<file path="src/rtl/shift_pipe.sv">
// Pipelined barrel shifter (SRL/SRA/SLL, plus ROR when SHIFT_PIPE_ROT_EN is defined) with valid/ready
// handshake and a registered zero flag and tag; the whole pipe advances together on a single enable.
`timescale 1ns/1ps

module shift_pipe #(
  parameter int WIDTH     = 16,
  parameter int REG_EVERY = 1,
  parameter int TAG_W     = 4
) (
  input  logic                     clk,
  input  logic                     rst,
  input  logic                     in_vld,
  output logic                     in_rdy,
  input  logic [WIDTH-1:0]         src,
  input  logic [$clog2(WIDTH)-1:0] amt,
  input  logic [1:0]               op,
  input  logic [TAG_W-1:0]         tag,
  output logic                     out_vld,
  input  logic                     out_rdy,
  output logic [WIDTH-1:0]         res,
  output logic                     res_zero,
  output logic [TAG_W-1:0]         out_tag
);

  localparam int AW = $clog2(WIDTH);
  localparam int L  = (AW + REG_EVERY - 1) / REG_EVERY;
  // Shift amount is zero-padded to a whole number of register groups so every group indexes in range
  localparam int PW = L * REG_EVERY;

  localparam logic [1:0] OpSrl = 2'b00;
  localparam logic [1:0] OpSra = 2'b01;
  localparam logic [1:0] OpSll = 2'b10;
  localparam logic [1:0] OpRor = 2'b11;

  function automatic logic [WIDTH-1:0] stepShift(input logic [WIDTH-1:0] d, input logic [1:0] mode,
                                                 input logic msb, input int k);
    logic [WIDTH-1:0] ones;
    logic [WIDTH-1:0] r;
    int s;
    s    = 1 << k;
    ones = '1;
    if (mode == OpSll)
      r = d << s;
`ifdef SHIFT_PIPE_ROT_EN
    else if (mode == OpRor)
      r = (d >> s) | (d << (WIDTH - s));
`endif
    else if (mode == OpSra && msb)
      r = (d >> s) | ~(ones >> s);
    else
      r = d >> s;
    return r;
  endfunction

  logic             vldQ  [L];
  logic [WIDTH-1:0] dataQ [L];
  logic [PW-1:0]    amtQ  [L];
  logic [1:0]       opQ   [L];
  logic [TAG_W-1:0] tagQ  [L];
  logic             msbQ  [L];
  logic             zeroQ;

  logic             vldIn  [L];
  logic [WIDTH-1:0] dataIn [L];
  logic [PW-1:0]    amtIn  [L];
  logic [1:0]       opIn   [L];
  logic [TAG_W-1:0] tagIn  [L];
  logic             msbIn  [L];
  logic [WIDTH-1:0] dataD  [L];

  logic en;

  assign en       = ~vldQ[L-1] | out_rdy;
  assign in_rdy   = en;
  assign out_vld  = vldQ[L-1];
  assign res      = dataQ[L-1];
  assign res_zero = zeroQ;
  assign out_tag  = tagQ[L-1];

  always_comb begin
    vldIn[0]  = in_vld;
    dataIn[0] = src;
    amtIn[0]  = PW'(amt);
    opIn[0]   = op;
    tagIn[0]  = tag;
    msbIn[0]  = src[WIDTH-1];
    for (int p = 1; p < L; p++) begin
      vldIn[p]  = vldQ[p-1];
      dataIn[p] = dataQ[p-1];
      amtIn[p]  = amtQ[p-1];
      opIn[p]   = opQ[p-1];
      tagIn[p]  = tagQ[p-1];
      msbIn[p]  = msbQ[p-1];
    end
  end

  // Each register group applies its REG_EVERY barrel stages in ascending order of shift weight
  always_comb begin
    for (int p = 0; p < L; p++) begin
      dataD[p] = dataIn[p];
      for (int j = 0; j < REG_EVERY; j++) begin
        if (amtIn[p][p*REG_EVERY+j])
          dataD[p] = stepShift(dataD[p], opIn[p], msbIn[p], p*REG_EVERY + j);
      end
    end
  end

  always_ff @(posedge clk or posedge rst) begin
    if (rst) begin
      for (int p = 0; p < L; p++) begin
        vldQ[p]  <= 1'b0;
        dataQ[p] <= '0;
        amtQ[p]  <= '0;
        opQ[p]   <= OpSrl;
        tagQ[p]  <= '0;
        msbQ[p]  <= 1'b0;
      end
      zeroQ <= 1'b1;
    end else if (en) begin
      for (int p = 0; p < L; p++) begin
        vldQ[p]  <= vldIn[p];
        dataQ[p] <= dataD[p];
        amtQ[p]  <= amtIn[p];
        opQ[p]   <= opIn[p];
        tagQ[p]  <= tagIn[p];
        msbQ[p]  <= msbIn[p];
      end
      zeroQ <= (dataD[L-1] == '0);
    end
  end

endmodule

</file>
<file path="config.mk">
export PLATFORM = sky130hd
export DESIGN_NAME = shift_pipe
export DESIGN_NICKNAME = d
export VERILOG_FILES = /design/src/rtl/shift_pipe.sv
export SDC_FILE = /design/constraint.sdc
export NUM_CORES = 1
export LEC_CHECK = 0
export BUFFER_PORTS_ARGS = -buffer_cell sky130_fd_sc_hd__buf_2
export CORE_MARGIN = 3
export CORE_UTILIZATION = 45
export DETAILED_ROUTE_END_ITERATION = 8
export PLACE_DENSITY = 0.74
export SYNTH_ARGS = -nofsm -noshare
export SYNTH_HDL_FRONTEND = slang
export SYNTH_SLANG_ARGS = --single-unit
</file>
<file path="constraint.sdc">
create_clock -name clk -period 3 [get_ports clk]
set_clock_uncertainty 0.1 [all_clocks]
set_input_delay 0.15 -clock clk [delete_from_list [all_inputs] [get_ports clk]]
set_output_delay 0.15 -clock clk [all_outputs]
set_load 0.01 [all_outputs]
</file>
==> flow_metrics.tcl, run 1 <==
set metrics [dict create \
    outcome "finished, final reports clean" \
    antenna_found_initial 0 \
    fin_tns_setup_ns 0 \
    max_freq_mhz 496.0 \
    vias_per_cell 5.100 \
    async_flop_share_pct 100.0 \
    synth.net_count 632 \
    start_util_pct 46.67 \
    top_layer_used "met4" \
    crit_fanout 36 \
    arrival_ns 2.22 \
    met1_length_um 4657 \
    io_buffers 52 \
    drtIter0Drc 226 \
    vdd_drop_max_mv 0.4286 \
    fin_cells 788 \
    synth_cell_types 29 \
    synth_top_area_share_pct 51.19 \
    synth_edf_count 0 \
    synthCells 602 \
    synth-warning-count 0 \
    drc 0 \
    wl_met2_um 4692 \
    synth-seq-cells 100 \
    period_minus_slack_ns 2.016 \
    reg2regPathDepth 5 \
    crit_type "reg2reg" \
    holdBufCountCts 18 \
    setup_viol 0 \
    power.density_nw_per_um2 929.8 \
    relSlewSlack_pct 38.82 \
    slew_violations 0 \
    final_nets 677 \
    synth_area_leaders "dfrtp_1, nand2_1, o21ai_0" \
    drt_pre_antenna_iters 4 \
    dp_hpwl_um 6729 \
    area_delta_synth_final_pct 14.14 \
    period_share_pct 67.20 \
    grt_max_degree 155 \
    io-pin-count 53 \
    drive_gt1_share_pct 12.12 \
    place_inst 754 \
    routabilityCongestion 0.8397 \
    r2r_end "res_zero" \
    required_ns 3.20 \
    cp-start-kind "flop" \
    cts_root_buf "clkbuf_8" \
    yosysSeqAreaShare_pct 51.73 \
    grt.overflow.total 0 \
    leakage_uw 0.002562 \
    grt_use_total_pct 17.33 \
    dieHeight_um 109.7 \
    wl_per_cell_um 12.48 \
    cap_viol_max_count 0 \
    hold_path.class "in2reg" \
    endpoint_kind "flop" \
    worst_pin_slew_ns 0.9177 \
    clock_latency_ns 0.37 \
    core_area_um2 10370 \
    ant_nets 0 \
    min_from "src[7]" \
    rsz0062_at_grt "no" \
    cts_tree "built" \
    grt_pass1_wl_um 16710 \
    clk_pin_slew_worst_paths_ns 0.10 \
    yosys.area.top_type "dfrtp_1" \
    diodes 0 \
    syn_area_um2 4840 \
    grt_pass1_vias 3695 \
    min_path_cells 3 \
    num-fill-cells 988 \
    post_cts_resized 0 \
    layout_commonest_cell "nand2_1" \
    die_area_um2 12040 \
    layout_common_cells "nand2_1, dfrtp_1, o21ai_0, buf_2, nand3_1" \
    yosys_most_used_dff "dfrtp_1" \
    syn_area_per_cell_um2 8.039 \
    fp.dieW_um 109.7 \
    regToRegStartpoint "amtIn[3]" \
    worstHoldEndpoint "dataIn[39]" \
    vias 4019 \
    post_cts_buffers 0 \
    cts_buffers 9 \
    wl_met3_um 337 \
    regToRegSetupSlack_ns 0.98 \
    clock-sinks 100 \
    finalWirelength_um 9838 \
    clock_path_buffers 2 \
    hold_violations 0 \
    h-tree-depth 3 \
    rows 37 \
]
-- how the worst max path moves through the flow --
stage                         from        end  slack (ns)  cells after the start
after floorplan                rst  amtIn[10]        0.13                      1
after global placement    amtIn[3]   res_zero        1.11                      5
after detailed placement  amtIn[3]   res_zero        1.01                      5
after CTS                 amtIn[3]   res_zero        0.99                      5
after global routing      amtIn[3]   res_zero        0.83                      3
final                     amtIn[3]   res_zero        0.98                      5
-- metrics by stage --
stage,power [uW],cell area [um^2],setup WS (ns),hold WS [ns],util (%)
3_3_place_gp,4240,5159,1.111,0.1846,49.75
4_1_cts,5169,5524,0.9900,0.003719,53.27
3_5_place_dp,4356,5159,1.009,0.1900,49.75
6_report,5136,5524,0.9841,0.01595,53.27
2_1_floorplan,3806,4840,0.1329,0.1625,-
5_1_grt,5611,5524,0.8264,0.03571,53.27
-- metal layers --
metal | up-vias | global-route usage (%)
met2 | 69 | 28.38
met4 | 0 | 7.302
met1 | 1855 | 22.76
met3 | 12 | 2.995
met5 | - | 0
li1 | 2083 | -
-- kinds of logic after synthesis --
kind of cell / after synthesis / synth area share (%)
buf+inv: 45 / 3.852
flops: 100 / 51.73
compound gates: 135 / 14.84
mux: 14 / 2.895
simple gates: 308 / 26.68
-- critical path, cell delays in order (launching register included) --
cell and delay [ns]:
dfrtp_1 0.96, nand2b_1 0.21, o211ai_1 0.12, nor4_1 0.30, nand3_1 0.11, o21ai_1 0.16
-- registers in the layout, summed over array words and instances, names as in the netlist --
signal    count
msbIn         3
dataIn       48
vldIn         3
res_zero      1
res          16
out_vld       1
out_tag       4
tagIn        12
amtIn         6
opIn          6
-- synthesized netlist by cell type (5+ instances only) --
library cell and n:
o21ai_0 92, nor4_1 5, nand2_1 246, dfrtp_1 99, buf_2 8, o21ai_1 6
nand3_1 21, mux2i_1 14, nand2b_1 7, a31oi_1 15, clkbuf_1 28, nor2b_1 19
a21oi_1 14
-- power by group --
part,leakage (uW),internal [uW],switching [uW]
clock,0.0000928,330,461
combinational,0.00126,755,1050
sequential,0.00121,1930,606
-- final cells by class --
type / instances / area, um^2 / share of cell area, %
inverter: 4 / 17.52 / 0.3171
clock buffer: 10 / 137.6 / 2.492
timing repair buffer: 75 / 490.5 / 8.879
multi-input combinational: 457 / 2157 / 39.05
clock inverter: 6 / 47.55 / 0.8607
tap: 136 / 170.2 / 3.080
sequential: 100 / 2504 / 45.32
Note: power is estimated with default switching activity, not from simulation.
==> inputs of run 2 (changes only) <==
ABC_AREA = 1   (was default)
clock period = 1.63 ns   (was 3 ns; I/O delays follow)
==> run 2 against run 1 <==
Routed wire length up 7.3%. Global-route usage rose by 0.53 points. Synthesized cell count increased by 2.5%. Register-to-register slack got worse by 0.80 ns. Clock-buffer cell count is 1 higher. Combinational power up 130%. Die area up 1.4%. Critical path type is now reg2out. Largest cell class unchanged. Largest power group unchanged.
==> flow_metrics.tcl, run 2 <==
set metrics [dict create \
    outcome "finished, final reports clean" \
    crit_type "reg2out" \
    dp_hpwl_um 7403 \
    period_minus_slack_ns 1.547 \
    synth_common_cells "nand2_1, dfrtp_1, nor2_1" \
    vdd_drop_max_mv 0.7056 \
    synth-seq-cells 100 \
    synth_top_area_share_pct 50.43 \
    routabilityCongestion 0.9131 \
    cap_viol_max_count 0 \
    layout_commonest_cell "nand2_1" \
    finalWirelength_um 10550 \
    core_area_um2 10460 \
    grt_max_degree 77 \
    diodes 0 \
    wl_per_cell_um 12.78 \
    required_ns 1.45 \
    regToRegStartpoint "opIn[4]" \
    drtIter0Drc 247 \
    antenna_found_initial 0 \
    post_cts_buffers 0 \
    fin_tns_setup_ns 0 \
    crit_fanout 21 \
    drt_pre_antenna_iters 5 \
    rows 37 \
    yosysSeqAreaShare_pct 50.97 \
    clock_path_buffers 2 \
    largest_reg_flops 48 \
    die_area_um2 12210 \
    yosys.area.top_type "dfrtp_1" \
    clock_latency_ns 0.36 \
    fin_cells 826 \
    synth_edf_count 0 \
    cpMaxStageDelayCell "dfrtp_1" \
    yosys_most_used_dff "dfrtp_1" \
    endpoint_kind "output port" \
    path_cells "nand2_4 > buf_4 > buf_2" \
    grt_use_total_pct 17.86 \
    worst_pin_slew_ns 0.4427 \
    relSlewSlack_pct 70.38 \
    hold_path.class "in2async" \
    synth.net_count 647 \
    cts_tree "built" \
    dieHeight_um 110.5 \
    synth_cell_types 25 \
    area_delta_synth_final_pct 18.01 \
    yosysMostFrequentCell "nand2_1" \
    final-seq-area_um2 2505 \
    synthCells 617 \
    start_util_pct 46.95 \
    synth-warning-count 0 \
    final_nets 715 \
    layout_common_cells "nand2_1, dfrtp_1, nor2_1, o21ai_0, buf_2" \
    power.density_nw_per_um2 1768 \
    fp.dieW_um 110.5 \
    vias 4269 \
    ant_nets 0 \
    num-fill-cells 955 \
    rsz0062_at_grt "no" \
    hold_violations 0 \
    synth_area_leaders "dfrtp_1, nand2_1, a31oi_1" \
    place_inst 781 \
    syn_area_per_cell_um2 7.961 \
    setup_viol 0 \
    max_freq_mhz 646.6 \
    clock-sinks 100 \
    grt_pass1_wl_um 18620 \
    leakage_uw 0.002776 \
    drive_gt1_share_pct 15.80 \
    io-pin-count 53 \
    period_share_pct 94.88 \
    syn_area_um2 4912 \
    vias_per_cell 5.168 \
    arrival_ns 1.37 \
    cpPeakStageDelay_ns 0.42 \
    grt.overflow.total 0 \
    cts_root_buf "clkbuf_8" \
    worstSetupStartpoint "out_vld" \
    multi_input_area_um2 1999 \
    slew_violations 0 \
    drc 0 \
    cp-start-kind "flop" \
    clk_pin_slew_worst_paths_ns 0.09 \
    async_flop_share_pct 100.0 \
    grt_pass1_vias 4062 \
    io_buffers 52 \
    h-tree-depth 3 \
    cts_buffers 9 \
]
[run 2: cell count changes after synthesis, moves of 8 or more]
cell      previous run  this run
a21oi_1             14        22
a31oi_1             15        49
buf_2                8        28
clkbuf_1            28         4
inv_1                3        41
inv_2                1        11
mux2i_1             14         0
nand2_1            246       148
nor2_1               4        72
nor2b_1             19         0
o21ai_0             92        52
o21ai_1              6        33
[run 2: per-stage QoR]
step | hold slack, ns | power, uW | util [%] | setup slack, ns | instance area [um^2]
floorplan | 0.09810 | 7433 | - | 0.2597 | 4916
global placement | -0.01454 | 8438 | 50.60 | 0.2199 | 5294
detailed placement | -0.008141 | 8584 | 50.60 | 0.1818 | 5294
CTS | 0.1538 | 10280 | 55.39 | 0.07154 | 5796
global route | 0.1666 | 11180 | 55.41 | 0.001440 | 5797
finish | 0.1549 | 10250 | 55.41 | 0.08347 | 5797
[run 2: worst max-delay path, delay by kind of cell, from the launching register on]
| kind | cells | cell delay, ns |
|---|---|---|
| DFF | 1 | 0.42 |
| and+or+nand+nor | 1 | 0.17 |
| buffers and inverters | 2 | 0.41 |
[run 2: what timing repair did]
item	in CTS	in global routing
hold buffers	29	0
setup endpoints to repair	0	2
resized for setup	0	1
hold endpoints to repair	126	0
[run 2: where the power goes]
group	switching [uW]	internal, uW
registers	853	3590
clock network	838	797
logic	2540	1630
[run 2: worst paths after layout]
path / end / slack [ns] / cells past startpoint
worst max-delay path: in_rdy / 0.08 / 3
worst min-delay path: res[3] / 0.15 / 3
worst max register to register: dataIn[26] / 0.18 / 5
worst min register to register: out_vld / 0.36 / 2
max in group asynchronous: opIn[4] / 0.70 / 4
min in group clk: out_vld / 0.36 / 2
[run 2: cell families (layout without fill, tap and decap cells)]
group / after synthesis / in the layout / share of synthesized area (%)
and+or+nand+nor: 263 / 263 / 22.34
AOI/OAI and AO/OA: 163 / 163 / 18.21
DFF: 100 / 100 / 50.97
buffers and inverters: 91 / 164 / 8.482
[run 2: per-layer routing]
layer  global-route usage [%]  share of wire (%)  wire, um
met5                        0                  0         0
met4                    6.404                2.2       235
met1                    23.26                 47      4954
met2                    29.81                 47      4975
met3                    3.342                3.7       388
[run 2: cell type report]
| type | instances | area share (%) |
|---|---|---|
| clock buffer | 11 | 2.612 |
| clock inverter | 5 | 1.036 |
| inverter | 53 | 3.540 |
| multi-input combinational | 426 | 34.49 |
| sequential | 100 | 43.21 |
| tap | 136 | 2.935 |
| timing repair buffer | 95 | 12.17 |
==> inputs of run 3 (changes only) <==
ABC_AREA = default   (was 1)
==> run 3 against run 2 <==
The run now ends with setup timing left. Fmax down 7.9%. Sequential share of layout area about the same. Via count down 2.3%. Sequential power up 1%. Cell count down 1.9%. Critical path depth up 2. Core utilization up 0.52 points. Worst hold slack worse by 0.15 ns. Non-clock buffer count up 3. Highest routed layer unchanged.
==> flow_metrics.tcl, run 3 (synthesis gave the netlist of run 1 again) <==
set metrics [dict create \
    period_minus_slack_ns 1.678 \
    start_util_pct 46.67 \
    holdWs_ns 0.00007166 \
    clock-sinks 100 \
    regToRegSetupSlack_ns -0.05 \
    path_cells "and3b_4 > a21oi_1 > a21oi_1 > or4_1 > o21ai_1" \
    grt.overflow.total 0 \
    layout_common_cells "nand2_1, dfrtp_1, o21ai_0, buf_2, dlygate4sd3_1" \
    regToRegStartpoint "opIn[0]" \
    grt_pass1_vias 3954 \
    clock_path_buffers 2 \
    cpPeakStageDelay_ns 0.48 \
    relSlewSlack_pct 67.73 \
    cts_root_buf "clkbuf_8" \
    finalWirelength_um 10200 \
    area_delta_synth_final_pct 19.83 \
    cpMaxStageDelayCell "or4_1" \
    grt_use_total_pct 18.10 \
    final_nets 700 \
    hold_violations 0 \
    crit_type "reg2reg" \
    grt_max_degree 75 \
    cap_viol_max_count 0 \
    worst_pin_slew_ns 0.4831 \
    grt_pass1_wl_um 17660 \
    wl_per_cell_um 12.59 \
    drc 0 \
    routabilityCongestion 0.8587 \
    ant_nets 0 \
    required_ns 1.83 \
    drt_pre_antenna_iters 4 \
    power.density_nw_per_um2 1711 \
    max_freq_mhz 595.8 \
    worst-path-buf-inv 0 \
    dieHeight_um 109.7 \
    drive_gt1_share_pct 14.84 \
    crit_fanout 5 \
    diodes 0 \
    period_share_pct 103.0 \
    core_area_um2 10370 \
    rows 37 \
    clock_latency_ns 0.36 \
    r2r_end "res_zero" \
    violations "setup timing" \
    final_util_pct 55.92 \
    h-tree-depth 3 \
    outcome "finished, violations left" \
    crit_top_cell "a21oi_1" \
    min_from "src[7]" \
    endpoint_kind "flop" \
    layout_setup_ws_ns -0.04839 \
    vdd_drop_max_mv 0.6683 \
    worstHoldEndpoint "dataIn[39]" \
    slew_violations 0 \
    drtIter0Drc 207 \
    cp-start-kind "flop" \
    hold_path.class "in2reg" \
    largest_reg_flops 48 \
    antenna_found_initial 0 \
    clk_pin_slew_worst_paths_ns 0.10 \
    critical-path-top-delay-family "simple AND/OR/NAND/NOR gates" \
    dp_slack_ns -0.08555 \
    cts_tree "built" \
    min_path_cells 3 \
    dp_hpwl_um 7138 \
    rsz0062_at_grt "yes" \
    fp.dieW_um 109.7 \
    leakage_uw 0.002686 \
    die_area_um2 12040 \
    io-pin-count 53 \
    vias 4172 \
    vias_per_cell 5.151 \
    arrival_ns 1.88 \
    reg2regPathDepth 5 \
    layout_commonest_cell "nand2_1" \
    io_buffers 52 \
    setup_viol 1 \
    cts_buffers 9 \
]
run 3: cell count changes in the layout (fill, tap and decap cells not counted), sizes merged, moves of 10 or more:
cell / before / now
inv: 52 / 4
mux2i: 0 / 14
a31oi: 49 / 15
nand3: 31 / 21
nor2: 74 / 4
o21ai: 85 / 98
nor2b: 0 / 19
nand2: 154 / 246
run 3: stage by stage:
stage          total power (uW)   TNS, ns  instances  cell area [um^2]
6_report                   9920  -0.04839        810              5799
5_1_grt                   10840   -0.1270        810              5799
4_1_cts                    9902  -0.02301        810              5776
3_5_place_dp               8311   -0.5919        769              5323
3_3_place_gp               8065         0        769              5323
2_1_floorplan              7006         0        602              4843
run 3: worst max-delay path by stage:
stage / startpoint / to / slack (ns) / depth (start not counted)
6_report: opIn[0] / res_zero / -0.05 / 5
5_1_grt: opIn[1] / res_zero / -0.13 / 5
4_1_cts: opIn[0] / res_zero / -0.02 / 5
3_5_place_dp: opIn[4] / dataIn[23] / -0.09 / 5
3_3_place_gp: amtIn[3] / res_zero / 0.001 / 5
2_1_floorplan: opIn[0] / res_zero / 0.08 / 5
run 3: worst reg2reg max path, cell delays in order, from the launching register on:
cell and delay (ns):
dfrtp_1 0.43, and3b_4 0.22, a21oi_1 0.14, a21oi_1 0.10, or4_1 0.48, o21ai_1 0.15
run 3: repair_timing:
item	4_1_cts	5_1_grt
pin swaps	0	3
buffers inserted	1	0
endpoints found under the setup margin	28	18
gates resized for setup	3	7
hold buffers	25	0
hold endpoints to repair	48	0
gates cloned	0	0
run 3: layout make-up:
class	count	area, um^2
fillers	955	4571
flip-flops and latches	100	2505
multi-input cells	457	2183
repair buffers	98	730.7
well taps	136	170.2
clock buffers	10	127.6
clock inverters	5	61.31
inverters	4	21.27
run 3: metal layers:
metal / track usage, % / wire length [um] / vias up
met2: 30.34 / 5043 / 92
met1: 23.51 / 4593 / 1927
met5: 0 / 0 / -
met3: 2.466 / 390 / 17
met4: 7.747 / 168 / 0
li1: - / - / 2136
run 3: power breakdown:
| part | internal, uW | total [uW] | leakage (uW) | switching [uW] |
|---|---|---|---|---|
| sequential | 3560 | 4490 | 0.00121 | 932 |
| clock | 707 | 1540 | 0.0000850 | 833 |
| combinational | 1670 | 3890 | 0.00139 | 2210 |
